<file path="config.mk">
export PLATFORM = sky130hd
export DESIGN_NAME = voq_pkt_scheduler_flat
export DESIGN_NICKNAME = d
export VERILOG_FILES = /design/src/rtl/voq_pkt_scheduler_pkg.sv /design/src/rtl/voq_pkt_scheduler_if.sv /design/src/rtl/voq_pkt_scheduler_rr_arbiter.sv /design/src/rtl/voq_pkt_scheduler.sv /design/src/flat_wrapper.sv
export SDC_FILE = /design/constraint.sdc
export NUM_CORES = 1
export LEC_CHECK = 0
export CORE_ASPECT_RATIO = 1.5
export CORE_MARGIN = 3
export CORE_UTILIZATION = 50
export CTS_CLUSTER_SIZE = 14
export DETAILED_ROUTE_END_ITERATION = 10
export PLACE_DENSITY = 0.8
export SETUP_SLACK_MARGIN = 0.3
export SYNTH_ARGS = -nofsm -noshare
export SYNTH_HDL_FRONTEND = slang
export SYNTH_SLANG_ARGS = --single-unit
export TNS_END_PERCENT = 1
</file>
<file path="constraint.sdc">
create_clock -name clk -period 4.3 [get_ports clk]
set_clock_uncertainty 0.2 [all_clocks]
set_input_delay 0.86 -clock clk [delete_from_list [all_inputs] [get_ports clk]]
set_output_delay 0.86 -clock clk [all_outputs]
set_load 0.01 [all_outputs]
</file>
<file path="src/rtl/voq_pkt_scheduler_pkg.sv">
// Shared types for the per-output-port VOQ packet scheduler: arbitration modes,
// FSM state encoding and mode normalisation.
package voq_pkt_scheduler_pkg;

  typedef enum logic [1:0] {
    SCHED_MODE_RR  = 2'd0,
    SCHED_MODE_WRR = 2'd1,
    SCHED_MODE_SP  = 2'd2
  } sched_mode_e;

  typedef enum logic [1:0] {
    ST_IDLE = 2'd0,
    ST_READ = 2'd1,
    ST_GAP  = 2'd2
  } sched_state_e;

  // Encoding 3 is reserved and behaves as round-robin.
  function automatic sched_mode_e norm_mode(input logic [1:0] m);
    case (m)
      2'd1:    return SCHED_MODE_WRR;
      2'd2:    return SCHED_MODE_SP;
      default: return SCHED_MODE_RR;
    endcase
  endfunction

endpackage

</file>
<file path="src/rtl/voq_pkt_scheduler_if.sv">
// Bundle between a VOQ scheduler, the switch core empty flags and the port's
// read-control logic.
interface voq_pkt_scheduler_if #(
  parameter int N  = 4,
  parameter int WW = 3
);
  import voq_pkt_scheduler_pkg::*;

  localparam int IW = $clog2(N);

  // Handshake: a VOQ offers a packet while its empty_in bit is low. In IDLE a
  // grant fires only when ready_in is high; rd_en then stays high with rd_sel
  // stable until a one-cycle rd_done (or the timeout), followed by a 2-cycle gap.
  logic [N-1:0]    empty_in;
  logic            ready_in;
  logic [1:0]      mode_in;
  logic [N*WW-1:0] wieght_in;
  logic            rd_done;
  logic            rd_en;
  logic [IW-1:0]   rd_sel;
  logic            busy;
  logic            timeout_err;
  sched_state_e    dbg_state;

  modport slave (
    input  empty_in, ready_in, mode_in, wieght_in, rd_done,
    output rd_en, rd_sel, busy, timeout_err, dbg_state
  );

  modport master (
    output empty_in, ready_in, mode_in, wieght_in, rd_done,
    input  rd_en, rd_sel, busy, timeout_err, dbg_state
  );

endinterface

</file>
<file path="src/rtl/voq_pkt_scheduler_rr_arbiter.sv">
// Combinational round-robin pick: first requester after ptr, wrapping modulo N.
// Implemented as rotate / find-first / unrotate.
module voq_pkt_scheduler_rr_arbiter #(
  parameter int N = 4
) (
  input  logic [N-1:0]         req,
  input  logic [$clog2(N)-1:0] ptr,
  output logic [$clog2(N)-1:0] gnt_idx,
  output logic                 gnt_vld
);

  localparam int IW = $clog2(N);

  logic [2*N-1:0] dbl;
  logic [N-1:0]   rot;
  int             first;
  int             sum;

  always_comb begin
    dbl     = {req, req} >> (int'(ptr) + 1);
    rot     = dbl[N-1:0];
    first   = 0;
    gnt_vld = 1'b0;
    for (int k = N - 1; k >= 0; k--) begin
      if (rot[k]) begin
        first   = k;
        gnt_vld = 1'b1;
      end
    end
    sum     = (int'(ptr) + 1 + first) % N;
    gnt_idx = IW'(sum);
  end

endmodule

</file>
<file path="src/rtl/voq_pkt_scheduler.sv">
// Per-output-port packet scheduler: RR / WRR / strict-priority choice of the
// next input VOQ, one whole packet per grant, with a grant-to-done timeout.
module voq_pkt_scheduler
  import voq_pkt_scheduler_pkg::*;
#(
  parameter int PORT_NUB_TOTAL = 4,
  parameter int PRIORITY       = 8,
  parameter int TIMEOUT        = 1024
) (
  input logic               clk,
  input logic               rst_n,
  voq_pkt_scheduler_if.slave bus
);

  localparam int N  = PORT_NUB_TOTAL;
  localparam int WW = $clog2(PRIORITY);
  localparam int IW = $clog2(N);
  localparam int CW = WW + 1;
  localparam int TW = $clog2(TIMEOUT);

  sched_state_e  state_q, state_d;
  logic [N-1:0]  req;
  logic [WW-1:0] w [N];
  logic [CW-1:0] credit [N];
  logic [IW-1:0] rr_ptr;
  logic [IW-1:0] rr_idx;
  logic          rr_vld;
  logic [IW-1:0] sp_idx;
  logic [IW-1:0] win_idx;
  logic          reload;
  logic [CW-1:0] cur_credit;
  sched_mode_e   mode_n, mode_q;
  logic          wrr_entry;
  logic          grant_wrr;
  logic [TW-1:0] tmo_cnt;
  logic          grant, done_evt, tmo_evt;
  logic          rd_en_q, timeout_err_q;
  logic [IW-1:0] rd_sel_q;

  assign req       = ~bus.empty_in;
  assign mode_n    = norm_mode(bus.mode_in);
  assign wrr_entry = (mode_n == SCHED_MODE_WRR) && (mode_q != SCHED_MODE_WRR);
  // Credits left over from an earlier WRR period do not count on re-entry.
  assign cur_credit = wrr_entry ? '0 : credit[rr_ptr];

  always_comb begin
    for (int i = 0; i < N; i++) w[i] = bus.wieght_in[i*WW +: WW];
  end

  voq_pkt_scheduler_rr_arbiter #(.N(N)) u_rr_arbiter (
    .req     (req),
    .ptr     (rr_ptr),
    .gnt_idx (rr_idx),
    .gnt_vld (rr_vld)
  );

  always_comb begin : sp_max
    logic          found;
    logic [WW-1:0] best;
    found  = 1'b0;
    best   = '0;
    sp_idx = '0;
    for (int i = 0; i < N; i++) begin
      if (req[i] && (!found || w[i] > best)) begin
        found  = 1'b1;
        best   = w[i];
        sp_idx = IW'(i);
      end
    end
  end

  always_comb begin
    win_idx = rr_idx;
    reload  = 1'b0;
    case (mode_n)
      SCHED_MODE_WRR: begin
        if (req[rr_ptr] && cur_credit != '0) begin
          win_idx = rr_ptr;
        end else begin
          win_idx = rr_idx;
          reload  = rr_vld;
        end
      end
      SCHED_MODE_SP: win_idx = sp_idx;
      default:       win_idx = rr_idx;
    endcase
  end

  always_comb begin
    state_d  = state_q;
    grant    = 1'b0;
    done_evt = 1'b0;
    tmo_evt  = 1'b0;
    case (state_q)
      ST_IDLE: begin
        if ((|req) && bus.ready_in) begin
          grant   = 1'b1;
          state_d = ST_READ;
        end
      end
      ST_READ: begin
        // A done landing on the expiry cycle wins over the timeout.
        if (bus.rd_done) begin
          done_evt = 1'b1;
          state_d  = ST_GAP;
        end else if (tmo_cnt == TW'(TIMEOUT - 1)) begin
          tmo_evt = 1'b1;
          state_d = ST_GAP;
        end
      end
      ST_GAP:  state_d = ST_IDLE;
      default: state_d = ST_IDLE;
    endcase
  end

  always_ff @(posedge clk or negedge rst_n) begin
    if (!rst_n) state_q <= ST_IDLE;
    else        state_q <= state_d;
  end

  always_ff @(posedge clk or negedge rst_n) begin
    if (!rst_n) begin
      rd_en_q       <= 1'b0;
      rd_sel_q      <= '0;
      timeout_err_q <= 1'b0;
      rr_ptr        <= IW'(N - 1);
      tmo_cnt       <= '0;
      mode_q        <= SCHED_MODE_RR;
      grant_wrr     <= 1'b0;
      for (int i = 0; i < N; i++) credit[i] <= '0;
    end else begin
      timeout_err_q <= tmo_evt;
      if (state_q == ST_READ) tmo_cnt <= tmo_cnt + TW'(1);
      if (grant) begin
        rd_en_q   <= 1'b1;
        rd_sel_q  <= win_idx;
        tmo_cnt   <= '0;
        mode_q    <= mode_n;
        grant_wrr <= (mode_n == SCHED_MODE_WRR);
        if (mode_n != SCHED_MODE_SP) rr_ptr <= win_idx;
        if (mode_n == SCHED_MODE_WRR) begin
          for (int i = 0; i < N; i++) begin
            if (wrr_entry) credit[i] <= '0;
            if (reload && IW'(i) == win_idx) credit[i] <= CW'(w[i]) + CW'(1);
          end
        end
      end
      if (done_evt || tmo_evt) rd_en_q <= 1'b0;
      // Only a completed packet consumes a credit; aborts do not.
      if (done_evt && grant_wrr && credit[rd_sel_q] != '0)
        credit[rd_sel_q] <= credit[rd_sel_q] - CW'(1);
    end
  end

  assign bus.rd_en       = rd_en_q;
  assign bus.rd_sel      = rd_sel_q;
  assign bus.timeout_err = timeout_err_q;
  assign bus.busy        = (state_q != ST_IDLE);
  assign bus.dbg_state   = state_q;

endmodule
</file>
<file path="src/flat_wrapper.sv">
// flat-port wrapper written by rule: the top's interface ports become plain ports
module voq_pkt_scheduler_flat import voq_pkt_scheduler_pkg::*;
#(
  parameter int PORT_NUB_TOTAL = 4,
  parameter int PRIORITY       = 8,
  parameter int TIMEOUT        = 1024
)
  (clk, rst_n, bus_empty_in, bus_ready_in, bus_mode_in, bus_wieght_in, bus_rd_done, bus_rd_en, bus_rd_sel, bus_busy, bus_timeout_err, bus_dbg_state);
  voq_pkt_scheduler_if bus_i ();
  input logic clk;
  input logic rst_n;
  input wire logic [$bits(bus_i.empty_in)-1:0] bus_empty_in;
  input wire logic [$bits(bus_i.ready_in)-1:0] bus_ready_in;
  input wire logic [$bits(bus_i.mode_in)-1:0] bus_mode_in;
  input wire logic [$bits(bus_i.wieght_in)-1:0] bus_wieght_in;
  input wire logic [$bits(bus_i.rd_done)-1:0] bus_rd_done;
  output wire logic [$bits(bus_i.rd_en)-1:0] bus_rd_en;
  output wire logic [$bits(bus_i.rd_sel)-1:0] bus_rd_sel;
  output wire logic [$bits(bus_i.busy)-1:0] bus_busy;
  output wire logic [$bits(bus_i.timeout_err)-1:0] bus_timeout_err;
  output wire logic [$bits(bus_i.dbg_state)-1:0] bus_dbg_state;
  assign bus_i.empty_in = bus_empty_in;
  assign bus_i.ready_in = bus_ready_in;
  assign bus_i.mode_in = bus_mode_in;
  assign bus_i.wieght_in = bus_wieght_in;
  assign bus_i.rd_done = bus_rd_done;
  assign bus_rd_en = bus_i.rd_en;
  assign bus_rd_sel = bus_i.rd_sel;
  assign bus_busy = bus_i.busy;
  assign bus_timeout_err = bus_i.timeout_err;
  assign bus_dbg_state = bus_i.dbg_state;
  voq_pkt_scheduler #(.PORT_NUB_TOTAL(PORT_NUB_TOTAL), .PRIORITY(PRIORITY), .TIMEOUT(TIMEOUT)) u_core (.clk(clk), .rst_n(rst_n), .bus(bus_i));
endmodule
</file>
======== Word level (Yosys, flattened, before mapping) ========
Cells that the tools add are included.
cells by class
  add/sub/neg operators ................... 8
  $lt $le $gt $ge ......................... 7
  eq/ne operators ......................... 13
  shift-type cells ........................ 1
  multiplexer cells ....................... 60
  bitwise gates (word level) .............. 3
  reduce and logical (&&, ||, !) cells .... 30
operator list
  kind                                                      number
  two-way mux 4 bit                                         14
  two-way mux 16 bit                                        3
  two-way mux 1 bit                                         20
  two-way mux 10 bit                                        2
  two-way mux 2 bit                                         10
  adder 3 x 1 -> 4 bit, second input constant               4
  binary-select mux 4 bit (select 2 bit)                    2
  bitwise mux 16 bit                                        1
  logical AND 1 bit                                         13
  case mux 2 bit (2 select lines)                           3
  adder 10 x 1 -> 10 bit, second input constant             1
  == test 10 bit, second input constant                     1
  greater-than comparator 3 bit                             3
  two-way mux 3 bit                                         3
  demux 4 bit (select 2 bit)                                1
  nonzero test 4 bit                                        2
  right shift 8 x 3 -> 4 bit                                1
  == test 2 x 1 -> 1 bit, second input constant             3
  greater-or-equal comparator 3 bit, second input constant  2
  NOT 2 -> 3 bit                                            2
  nonzero test 2 bit                                        3
  == test 2 bit, first input constant                       2
  == test 2 bit, second input constant                      2
  zero test 2 bit                                           2
  other kinds (15)                                          22
storage, ports and cells
  register bits ........................... 37
  output and inout port bits .............. 7

======== Logic depth before layout (Yosys ltp) ========
Gate-level depths: netlist of the first run.
  word-level depth ........................ 22
  mapped depth ............................ 24

======== Modules after synthesis ========
Synthesis of the first run repeated with hierarchy kept, for this count alone.
second synthesis, totals
  cell total of the unflattened synthesis .. 317
  area, all modules ....................... 2850.2 um2
by module, submodules not included
  module                        times used  cells each  area each (um2)  sequential area each (um2)
  voq_pkt_scheduler             1           290         2652.5           903.4
  voq_pkt_scheduler_rr_arbiter  1           27          197.7            0.0

======== Least setup slack after synthesis of the first run ========
No wires, ideal clock.
  path kind ............................... input port to flip-flop
  from .................................... in bus_empty_in[0]
  to ...................................... reg u_core.credit[11] in the netlist's numbering
  library setup time ...................... 126 ps
  arrival time ............................ 5061 ps
  slack ................................... -1087 ps
  stages .................................. 22
  path through ............................ buf_6 inv_2 nand2_1 ha_1 and3b_1 a2111oi_1 nand2b_1 nor2_1 a31oi_1 ha_1 a31o_1 a21oi_1 o21bai_2 nor2_1 a21oi_1 ha_1 a211oi_1 o21ai_0 a221oi_2 o21ai_2 o21a_1 a221o_1
between the ends
  cells in the longest elaborated chain, start to end .. 22
RTL lines
  what                                                                     RTL line                  RTL
  from (decl)                                                              flat_wrapper.sv:12        input wire logic [$bits(bus_i.empty_in)-1:0] bus_empty_in;
  NOT 4 bit (*)                                                            voq_pkt_scheduler.sv:40   assign req = ~bus.empty_in;
  two-way mux 3 bit / two-way mux 1 bit (equally long branches)            voq_pkt_scheduler.sv:64   if (req[i] && (!found || w[i] > best)) begin
  greater-than comparator 3 bit / zero test 1 bit (equally long branches)  voq_pkt_scheduler.sv:64
  logical OR 1 bit                                                         voq_pkt_scheduler.sv:64
  logical AND 1 bit                                                        voq_pkt_scheduler.sv:64
  two-way mux 3 bit / two-way mux 1 bit (equally long branches)            voq_pkt_scheduler.sv:64
  greater-than comparator 3 bit / zero test 1 bit (equally long branches)  voq_pkt_scheduler.sv:64
  logical OR 1 bit                                                         voq_pkt_scheduler.sv:64
  (+6 left out)                                                            --
  case mux 2 bit (2 select lines)                                          voq_pkt_scheduler.sv:75   case (mode_n)
  == test 1 x 2 -> 1 bit                                                   voq_pkt_scheduler.sv:144  if (reload && IW'(i) == win_idx) credit[i] <= CW'(w[i]) + CW'(1);
  logical AND 1 bit                                                        voq_pkt_scheduler.sv:144
  two-way mux 4 bit                                                        voq_pkt_scheduler.sv:144
  two-way mux 16 bit                                                       voq_pkt_scheduler.sv:141  if (mode_n == SCHED_MODE_WRR) begin
  two-way mux 16 bit (*)                                                   voq_pkt_scheduler.sv:134  if (grant) begin
  bitwise mux 16 bit                                                       voq_pkt_scheduler.sv:151  credit[rd_sel_q] <= credit[rd_sel_q] - CW'(1);
  two-way mux 16 bit (*)                                                   voq_pkt_scheduler.sv:150  if (done_evt && grant_wrr && credit[rd_sel_q] != '0)
  to (signal, indexed assignment)                                          voq_pkt_scheduler.sv:144
  to (signal, indexed assignment)                                          voq_pkt_scheduler.sv:151
  to (decl)                                                                voq_pkt_scheduler.sv:24   logic [CW-1:0] credit [N];
Mark *: on every way between the ends. The rest lies on a longest branch, timed or not. The select of a mux whose other input is x is not followed.
A chain may end at the register's enable or synchronous reset.

======== Worst setup path after layout of the first run ========
Ends and elaborated chain as after synthesis.

==> results of run 1 <==
==> worst max-delay path: stages <==
cell and delay, ps:
sky130_fd_sc_hd__buf_12 110, sky130_fd_sc_hd__inv_8 60, sky130_fd_sc_hd__nand2_4 40, sky130_fd_sc_hd__ha_4 210, sky130_fd_sc_hd__and3b_2 220, sky130_fd_sc_hd__a2111oi_4 210, sky130_fd_sc_hd__nand2b_4 230, sky130_fd_sc_hd__nor2_2 50
sky130_fd_sc_hd__a31oi_1 200, sky130_fd_sc_hd__ha_1 310, sky130_fd_sc_hd__a31o_1 200, sky130_fd_sc_hd__a21oi_2 120, sky130_fd_sc_hd__o21bai_4 180, sky130_fd_sc_hd__nor2_2 60, sky130_fd_sc_hd__a21oi_2 100, sky130_fd_sc_hd__ha_1 270
sky130_fd_sc_hd__a211oi_2 280, sky130_fd_sc_hd__o21ai_1 100, sky130_fd_sc_hd__a221oi_2 240, sky130_fd_sc_hd__buf_4 190, sky130_fd_sc_hd__o21ai_4 70, sky130_fd_sc_hd__o21a_1 240, sky130_fd_sc_hd__a221o_1 320
==> cell type report <==
cell class                 count  area, µm²  share of cell area, %
multi-input combinational    251       1940                   51.9
sequential                    36        903                   24.2
clock buffer                   7       96.3                   2.58
timing repair buffer          75        626                   16.7
inverter                      21       86.3                   2.31
tap                           68       85.1                   2.28
==> registers in the layout, indices dropped and copies added (netlist names) <==
signal and flops:
u_core.bus.rd_sel 2, u_core.bus.rd_en 1, u_core.rr_ptr 2, u_core.tmo_cnt 10
u_core.bus.timeout_err 1, u_core.bus.dbg_state 2, u_core.credit 16, u_core.mode_q 2
==> metrics by stage <==
stage               hold slack [ps]  worst slack [ps]
finish                          305              -601
global route                    330              -875
CTS                             305              -692
detailed placement              294             -1470
global placement                264             -1360
floorplan                       245              -706
==> report_power, final <==
part,internal [mW],switching [mW],leakage (nW),total [mW]
Clock,0.143,0.122,0.0503,0.264
Sequential,0.440,0.144,0.461,0.585
Combinational,0.568,0.611,1.13,1.18
Total,1.15,0.877,1.64,2.03
==> final timing paths <==
| check | slack [ps] | from | endpoint | cells past startpoint |
|---|---|---|---|---|
| setup / recovery | -600 | bus_empty_in[0] | u_core.credit[11]$_DFF_PN0_ | 23 |
| hold / removal | 310 | u_core.tmo_cnt[9]$_DFFE_PN0P_ | u_core.tmo_cnt[9]$_DFFE_PN0P_ | 1 |
| setup reg to reg | 1140 | u_core.bus.rd_sel[0]$_DFFE_PN0P_ | u_core.credit[1]$_DFF_PN0_ | 9 |
| hold reg to reg | 310 | u_core.tmo_cnt[9]$_DFFE_PN0P_ | u_core.tmo_cnt[9]$_DFFE_PN0P_ | 1 |
| max in group asynchronous | 2770 | rst_n | u_core.rr_ptr[1]$_DFFE_PN1P_ | 2 |
| min in group asynchronous | 790 | rst_n | u_core.bus.dbg_state[0]$_DFFE_PN0P_ | 2 |
==> synth_stat cells, drive strengths merged, types with 3 or more instances <==
| library cell | count |
|---|---|
| and2 | 4 |
| o211ai | 3 |
| dfrtp | 34 |
| clkbuf | 4 |
| nand3 | 23 |
| mux4 | 5 |
| buf | 8 |
| a211oi | 3 |
| a31oi | 9 |
| o21ai | 15 |
| nand2 | 31 |
| nor2b | 10 |
| mux2 | 4 |
| a31o | 3 |
| a21oi | 11 |
| nand4 | 5 |
| nand2b | 5 |
| nor2 | 37 |
| ha | 18 |
| a32oi | 4 |
| inv | 21 |
| o21a | 4 |
| a221o | 5 |
| xnor2 | 7 |
| and3 | 3 |
| nor3 | 7 |
| a211o | 3 |
| nor4 | 4 |
==> what timing repair did <==
action,in CTS,in global routing
setup buffers,4,6
endpoints found under the setup margin,20,20
gates cloned,0,0
pin swaps,22,20
resized for setup,43,18
endpoints found under the hold margin,0,0
==> routing by layer <==
layer,up-vias,track usage [%]
met3,21,4.05
li1,1317,-
met5,-,0
met4,0,10.3
met1,1315,26.9
met2,85,46.3
==> kinds of logic (layout without fill, tap and decap cells) <==
kind of cell | after synthesis | after routing | synth area share [%]
AOI/OAI and AO/OA | 76 | 76 | 20.5
and+or+nand+nor | 137 | 137 | 24.3
DFF | 36 | 36 | 32.3
muxes | 11 | 11 | 6.35
adders and majority gates | 18 | 18 | 8.05
xor gates and xnor gates | 9 | 9 | 2.82
buffers and inverters | 33 | 103 | 5.63
==> results.md, run 1 <==
- # setup viols final: 20
- Time the worst path needs with I/O delays and setup: between 4000 and 5000 ps
- Clock buffers created by TritonCTS: 5
- Most frequent cells in the layout: 45 x sky130_fd_sc_hd__buf_4, 34 x sky130_fd_sc_hd__dfrtp_1, 33 x sky130_fd_sc_hd__nor2_1
- Highest Clock Rate: 204 MHz
- Met3 WL post-DR: 284 µm
- RSZ-0062 raised after global routing: yes
- Final slew viol count: 0
- Mapped Nets: 360
- Mean cell area of the mapped netlist: 8.74 µm²
- Endpoint arrival time on the critical path: around 4900 ps
- Max clock buf depth: 2
- Antenna cell count: 0
- Number of remaining DRC errors: 0
- Die area: 6550 µm²
- Global-route wire length before repair: 12.7 mm
- Top routing layer in use: met4
- Final worst path period share: 114%
- Worst slew margin: 58.8%
- Syn Inst Count: 320
- Avg Vias per Cell: 5.98
- Largest area contributor in the netlist: sky130_fd_sc_hd__dfrtp_1
- Total wire length: just under 8 mm
- Crit Path Class: in2reg
- Dominant register cell in the synthesized netlist: sky130_fd_sc_hd__dfrtp_1
- Via count of the first global-routing pass: 2704
- Yosys warnings: 0
- Instance area after placement: roughly 3400 µm²
- Critical Path Sink Type: register
- Slew of the pin with the lowest slew margin: 614 ps
- Placed wire-length estimate after detailed placement: 5.86 mm
- Number of buffer cells added on primary ports: 28
- Max-cap violations: 0
- Synth top area share: 30.4%
- Metal2 WL: 4.40 mm
- CTS Root Cell: sky130_fd_sc_hd__clkbuf_8
- Highest net fanout along the worst path: 7
- Final Hold Violating Endpoints: 0
- Portion of the post-synthesis area used by sequential elements: 32.3%
- GRT Resource Usage Total: 25.1%
- Leakage power: 1.64 nW
- CP startpoint kind: primary input
- Areal power density over the cells: 543 nW/µm²
- Metal-1 WL: 2.86 mm
- CTS HTree Levels: 2
- Final cell utilization of the core: 70.7%
- Leading cell type in the layout, fill and taps excluded: sky130_fd_sc_hd__buf_4
- Status: finished with violations
- Clock Sink Count: 36
- Number of iterations in the first detailed-routing pass: 5
- Cell total after placement: 441
- Synthesis-stage register bit count: 36
- Clock network latency to the later pin of the worst-skew pair: 290 ps
- Hold Buf Count CTS: 0
- Antenna violations before repair: 0
- Maximum ir drop on the vdd rail: ~0.00025 V
- Number of flops mapped to enable cells by yosys: 0
- Final-layout setup total negative slack: -9580 ps
- TritonCTS clock tree: done
- Number of placement rows: 32
- Count of placed standard cells in the final layout, fillers left out: 458
- Worst min path class: reg2reg
- Overall power: slightly above 2 mW
- Average wire per cell in the routed design: approximately 17 µm
- Failing checks: setup timing
- Required time at the endpoint of the critical path: 4280 ps
- Initial cell density of the core: 52.9%
- Overflow after GRT: 0
- Fill count: 418
- Share of cells above drive strength 1: 27.4%
- Async set-reset flop share out of synthesis: 100%
- Final Wtd Congestion: between 0.9 and 1
- Ranking of synthesized cells by area: sky130_fd_sc_hd__dfrtp_1 30%, sky130_fd_sc_hd__ha_1 8.1%, sky130_fd_sc_hd__nor2_1 5.0%, sky130_fd_sc_hd__nand2_1 4.2%, sky130_fd_sc_hd__nand3_1 4.1%
- Post-Synthesis Cell Area: 2800 µm²
- Count of antenna-violating nets left after detailed routing: 0
- DR vias: 2738
- Chip Height: 97.6 µm
- Unique masters post-synth: 60
- Final-stage net count: 430
- Number of violations reported at the end of detailed-routing iteration 0: 134
- Final WS setup: -601 ps
- Clk slew on worst S/H paths: ~70 ps
- IO Pins: 29
- Finished layout cell area: 3740 µm²
- Largest net degree at the start of global routing: 37
- Relative area change from synthesis to final layout: 33.5%
- Core region area: between 5000 and 6000 µm²
- Die X-Extent: 67.1 µm
Power figures use the tool's default switching activity.
==> inputs of run 2 (changes only) <==
PLACE_DENSITY = 0.7   (was 0.8)
==> run 2 against run 1 <==
Maximum frequency decreased by 2.1%. Cell count decreased by 0.87%. Hold slack got worse by 27 ps. First-iteration DRC count increased by 43%. Sequential share of layout area about the same. Global-route usage decreased by 0.55 points. Worst setup slack got worse by 110 ps. Largest power group unchanged. Flip-flop and latch count unchanged. Die area unchanged. The run still ends with setup timing left. Clock power decreased by 15%. Critical endpoint is now u_core.credit[14]$_DFF_PN0_. Largest cell class unchanged. Utilization increased by 0.071 points. Combinational power about the same. Highest routed layer unchanged.
==> results.md, run 2 (synthesized netlist as in run 1, its figures left out) <==
- Final-layout setup total negative slack: -10950 ps
- Die X-Extent: 67.1 µm
- Endpoint arrival time on the critical path: 5030 ps
- Final Hold Violating Endpoints: 0
- Initial cell density of the core: 52.9%
- Max clock buf depth: 2
- Highest Clock Rate: about 200 MHz
- Number of iterations in the first detailed-routing pass: 5
- Antenna violations before repair: 0
- Status: finished with violations
- Failing checks: setup timing
- Number of buffer cells added on primary ports: 28
- CP startpoint kind: primary input
- CTS Root Cell: sky130_fd_sc_hd__clkbuf_8
- Share of cells above drive strength 1: 27.2%
- Flip-flop count of the largest register after layout: 16
- Core region area: 5290 µm²
- Maximum ir drop on the vdd rail: 0.000339 V
- Pre-CTS setup slack: -1570 ps
- Clock Sink Count: 36
- Final worst path period share: 116%
- Antenna cell count: 0
- Crit Path Class: in2reg
- Average wire per cell in the routed design: 16.8 µm
- RSZ-0062 raised after global routing: yes
- Clock network latency to the later pin of the worst-skew pair: 280 ps
- Final Wtd Congestion: 0.922
- IO Pins: 29
- Worst slew margin: 59.5%
- Via count of the first global-routing pass: 2685
- Final-stage net count: 426
- Placed wire-length estimate after detailed placement: 5.89 mm
- GRT Resource Usage Total: 24.6%
- Register with the most flip-flops: u_core.credit
- Overflow after GRT: 0
- # setup viols final: 20
- Leakage power: 1.62 nW
- Chip Height: 97.6 µm
- Number of placement rows: 32
- Die area: 6550 µm²
- DR vias: between 2000 and 3000
- Global-route wire length before repair: between 10 and 15 mm
- Final slew viol count: 0
- Finished layout cell area: 3740 µm²
- Highest net fanout along the worst path: 7
- TritonCTS clock tree: done
- Avg Vias per Cell: 5.95
- Instance area after placement: 3440 µm²
- Largest net degree at the start of global routing: 37
- Areal power density over the cells: 533 nW/µm²
- Max-cap violations: 0
- FF/Latch Area: ~900 µm²
- Required time at the endpoint of the critical path: 4320 ps
- Count of antenna-violating nets left after detailed routing: 0
- Overall power: 1.99 mW
- Critical Path Sink Type: register
- Worst setup slack for register-to-register paths: 1170 ps
- Total wire length: 7.63 mm
- CTS HTree Levels: 2
- Fill count: 451
- Worst min path class: reg2reg
- Most frequent cells in the layout: 38 x sky130_fd_sc_hd__buf_4, 34 x sky130_fd_sc_hd__nor2_1, 34 x sky130_fd_sc_hd__dfrtp_1
- Slew of the pin with the lowest slew margin: ~600 ps
- Relative area change from synthesis to final layout: 33.7%
- Time the worst path needs with I/O delays and setup: between 5000 and 6000 ps
- Largest regs: u_core.credit (16), u_core.tmo_cnt (10)
- Clock buffers created by TritonCTS: 5
- Final WS setup: -707 ps
- Multi-input gate area: slightly below 2000 µm²
- Number of remaining DRC errors: 0
- Leading cell type in the layout, fill and taps excluded: sky130_fd_sc_hd__buf_4
- Clk slew on worst S/H paths: 70 ps
- Number of violations reported at the end of detailed-routing iteration 0: 192
- Final cell utilization of the core: 70.8%
[run 2: metrics by stage]
step,hold slack (ps),instances
detailed placement,275,441
floorplan,245,320
CTS,284,452
global placement,266,441
global route,300,454
finish,278,454
[run 2: critical path, stage by stage]
cell	delay, ps
sky130_fd_sc_hd__buf_12	110
sky130_fd_sc_hd__inv_8	60
sky130_fd_sc_hd__nand2_4	50
sky130_fd_sc_hd__ha_4	210
sky130_fd_sc_hd__buf_6	120
sky130_fd_sc_hd__a2111oi_4	310
sky130_fd_sc_hd__nand2b_4	270
sky130_fd_sc_hd__nor2_4	60
sky130_fd_sc_hd__a31oi_4	190
sky130_fd_sc_hd__ha_4	230
sky130_fd_sc_hd__a31o_1	220
sky130_fd_sc_hd__a21oi_2	130
sky130_fd_sc_hd__o21bai_4	180
sky130_fd_sc_hd__nor2_1	60
sky130_fd_sc_hd__a21oi_1	130
sky130_fd_sc_hd__ha_1	270
sky130_fd_sc_hd__a211oi_2	280
sky130_fd_sc_hd__buf_4	160
sky130_fd_sc_hd__o22ai_4	60
sky130_fd_sc_hd__a211oi_2	290
sky130_fd_sc_hd__buf_4	180
sky130_fd_sc_hd__o2111ai_4	130
sky130_fd_sc_hd__or3_1	400
sky130_fd_sc_hd__nand3_1	70
[run 2: power by group]
group          leakage [nW]  internal, mW  switching (mW)
combinational          1.12         0.577           0.612
clock                0.0410         0.110           0.113
sequential            0.461         0.440           0.141
total                  1.62          1.13           0.866
[run 2: final timing paths]
kind / start / end / cells past startpoint
worst max register to register: u_core.rr_ptr[1]$_DFFE_PN1P_ / u_core.credit[11]$_DFF_PN0_ / 11
min in group asynchronous: rst_n / u_core.bus.rd_en$_DFFE_PN0P_ / 2
worst max-delay path: bus_empty_in[0] / u_core.credit[14]$_DFF_PN0_ / 24
worst min-delay path: u_core.tmo_cnt[9]$_DFFE_PN0P_ / u_core.tmo_cnt[9]$_DFFE_PN0P_ / 1
max in group asynchronous: rst_n / u_core.rr_ptr[0]$_DFFE_PN1P_ / 2
worst min register to register: u_core.tmo_cnt[9]$_DFFE_PN0P_ / u_core.tmo_cnt[9]$_DFFE_PN0P_ / 1
[run 2: what timing repair did]
item                                   in CTS  in global routing
endpoints found under the hold margin       0                  0
hold buffers                                0                  0
pin swaps                                  19                 24
setup endpoints to repair                  20                 20
resized for setup                          44                 25
setup buffers                               4                  2
[run 2: routing by layer]
| metal | vias up | wire length, µm | GRT usage [%] |
|---|---|---|---|
| li1 | 1315 | - | - |
| met1 | 1294 | 2820 | 26.2 |
| met2 | 72 | 4310 | 45.5 |
| met3 | 20 | 240 | 2.66 |
| met4 | 0 | 268 | 11.7 |
| met5 | - | 0 | 0 |
[run 2: final cells by class]
| type | instances | area share [%] |
|---|---|---|
| multi-input combinational | 251 | 53.1 |
| sequential | 36 | 24.2 |
| timing repair buffer | 71 | 16.1 |
| inverter | 21 | 2.31 |
| tap | 68 | 2.28 |
| clock buffer | 6 | 1.94 |
| clock inverter | 1 | 0.134 |
==> inputs of run 3 (changes only) <==
CORE_ASPECT_RATIO = unset   (was 1.5)
==> run 3 against run 2 <==
The flow still finishes with violations (setup timing). Final area increased by 0.40%. Highest routed layer unchanged. First-iteration DRC count rose by 7.8%. Hold slack improved by 34 ps. Critical path type unchanged. Via count is 0.81% higher. Worst setup slack got worse by 88 ps.
==> results.md, run 3 (synthesized netlist as in run 1, its figures left out) <==
- Overflow after GRT: 0
- Worst min path class: reg2reg
- Cell total after placement: 442
- Antenna cell count: 0
- Crit Path Class: in2reg
- Final WS setup: -794 ps
- Final Hold Violating Endpoints: 0
- Die X-Extent: 80.8 µm
- Worst setup slack for register-to-register paths: roughly 1300 ps
- Worst slack on hold paths: 312 ps
- Register with the most flip-flops: u_core.credit
- Global-route wire length before repair: 12.5 mm
- Pre-CTS setup slack: -1470 ps
- Worst slew margin: 63.6%
- Failing checks: setup timing
- Count of antenna-violating nets left after detailed routing: 0
- Switching power as a share of total power: 43.3%
- Number of violations reported at the end of detailed-routing iteration 0: 207
- Avg Vias per Cell: between 5 and 6
- Most frequent cells in the layout: 46 x sky130_fd_sc_hd__buf_4, 36 x sky130_fd_sc_hd__nor2_1, 34 x sky130_fd_sc_hd__dfrtp_1
- Leading cell type in the layout, fill and taps excluded: sky130_fd_sc_hd__buf_4
- Clock network latency to the later pin of the worst-skew pair: roughly 280 ps
- Clk slew on worst S/H paths: 70 ps
- Max-cap violations: 0
- Fill count: approximately 440
- Final slew viol count: 0
- Core region area: roughly 5300 µm²
- Final worst path period share: 118%
- Relative area change from synthesis to final layout: 34.2%
- Final-layout setup total negative slack: -13610 ps
- Status: finished with violations
- Number of iterations in the first detailed-routing pass: 4
- Share of power burned in the clock network: 11.2%
- Critical-path cell list: dlygate4sd2_1, ha_4, and3b_2, a2111oi_4, nand2b_4, nor2_1, a31oi_1, ha_1, a31o_1, a21oi_2, o21bai_4, nor2_1, a21oi_1, ha_1, a211oi_2, o22ai_2, a211oi_4, nand2_1, o21a_1, a221o_1
- Peak per-stage delay on the critical path: 350 ps
- Largest net degree at the start of global routing: 37
- Clock Sink Count: 36
- Critical Path Sink Type: register
- CTS Root Cell: sky130_fd_sc_hd__clkbuf_8
- Required time at the endpoint of the critical path: 4270 ps
- Endpoint arrival time on the critical path: 5060 ps
- Clock buffers created by TritonCTS: 5
- Final Wtd Congestion: 0.961
- Number of remaining DRC errors: 0
- DR vias: approximately 2700
- Sequential power share: 29.1%
- GRT Resource Usage Total: 24.6%
- Crit-path slowest cell: sky130_fd_sc_hd__a221o_1
- Leakage power: 1.66 nW
- Switching power: 867 µW
- Die area: 6530 µm²
- Share of cells above drive strength 1: 25.6%
- Number of buffer cells added on primary ports: 28
- Slew of the pin with the lowest slew margin: 540 ps
- Share of total power in combinational logic: between 50 and 60%
- Hold Buf Count CTS: 0
- Chip Height: 80.8 µm
- Initial cell density of the core: between 50% and 60%
- Areal power density over the cells: 534 nW/µm²
- Number of placement rows: 26
- Maximum ir drop on the vdd rail: 0.000296 V
- Highest net fanout along the worst path: 7
- Antenna violations before repair: 0
- Via count of the first global-routing pass: about 2600
- TritonCTS clock tree: done
- CP startpoint kind: primary input
- IO Pins: 29
- Internal power component: 1.14 mW
- Flip-flop count of the largest register after layout: 16
- CTS HTree Levels: 2
- RSZ-0062 raised after global routing: yes
- Placed wire-length estimate after detailed placement: 5.69 mm
- Highest Clock Rate: 196 MHz
- # setup viols final: 20
- Final cell utilization of the core: 71.2%
- Time the worst path needs with I/O delays and setup: 5090 ps
- Max clock buf depth: 2
- Count of placed standard cells in the final layout, fillers left out: 464
- Average wire per cell in the routed design: 16.4 µm
- Largest regs: u_core.credit (16), u_core.tmo_cnt (10)
- Final-stage net count: between 400 and 500
- Total wire length: approximately 7.6 mm
==> run 3: cell count changes in the layout (fill, tap and decap cells not counted), moves of 3 or more <==
cell                              previous run  this run
sky130_fd_sc_hd__ha_1                       13        16
sky130_fd_sc_hd__buf_2                       4         0
sky130_fd_sc_hd__dlygate4sd2_1               0         3
sky130_fd_sc_hd__clkdlybuf4s15_1             0         3
sky130_fd_sc_hd__buf_4                      38        46
==> run 3: area by class of cell <==
| class | instances | area [µm²] | area share [%] |
|---|---|---|---|
| tap | 70 | 87.6 | 2.33 |
| sequential | 36 | 903 | 24.1 |
| clock inverter | 1 | 5.00 | 0.133 |
| inverter | 21 | 86.3 | 2.30 |
| clock buffer | 6 | 72.6 | 1.93 |
| multi-input combinational | 251 | 1920 | 51.0 |
| timing repair buffer | 79 | 683 | 18.2 |
==> run 3: worst max-delay path, delay by kind of cell <==
kind | cells | cell delay [ps]
AO/OA/AOI/OAI | 11 | 2400
adder cells (fa/ha/maj) | 3 | 820
AND/OR/NAND/NOR | 5 | 660
buffers and inverters | 1 | 290
==> run 3: worst paths after layout <==
path                                                     end  cells past startpoint                    startpoint
worst max-delay path              u_core.credit[6]$_DFF_PN0_                     20              bus_wieght_in[4]
worst min-delay path            u_core.mode_q[1]$_DFFE_PN0P_                      1  u_core.mode_q[1]$_DFFE_PN0P_
worst max register to register    u_core.credit[6]$_DFF_PN0_                     12  u_core.rr_ptr[1]$_DFFE_PN1P_
worst min register to register  u_core.mode_q[1]$_DFFE_PN0P_                      1  u_core.mode_q[1]$_DFFE_PN0P_
max in group asynchronous       u_core.rr_ptr[1]$_DFFE_PN1P_                      2                         rst_n
min in group asynchronous       u_core.mode_q[1]$_DFFE_PN0P_                      2                         rst_n
==> run 3: through the flow <==
step	total power [mW]	instance area, µm²
after detailed placement	1.63	3430
after global placement	1.62	3430
after floorplan	1.26	2880
final	2.00	3750
after global routing	2.15	3750
after CTS	1.90	3640
==> run 3: what timing repair did <==
item | in CTS | in global routing
cloned | 0 | 0
pin swaps | 20 | 19
endpoints found under the setup margin | 20 | 20
setup buffers | 8 | 7
resized for setup | 29 | 14
==> run 3: power groups by stage <==
stage / registers [mW] / logic [mW] / clock network [mW]
final: 0.583 / 1.20 / 0.225
after global routing: 0.603 / 1.30 / 0.246
after CTS: 0.579 / 1.10 / 0.229
after detailed placement: 0.584 / 1.04 / 0
after global placement: 0.584 / 1.03 / 0
after floorplan: 0.512 / 0.750 / 0
==> run 3: metal layers <==
metal | part of all wire [%] | up-vias | wire length, µm | global-route usage (%)
met2 | 45 | 82 | 3450 | 37.7
met4 | 0.62 | 0 | 47 | 3.55
li1 | - | 1341 | - | -
met5 | 0 | - | 0 | 0
met1 | 48 | 1293 | 3660 | 37.4
met3 | 5.9 | 7 | 447 | 3.66
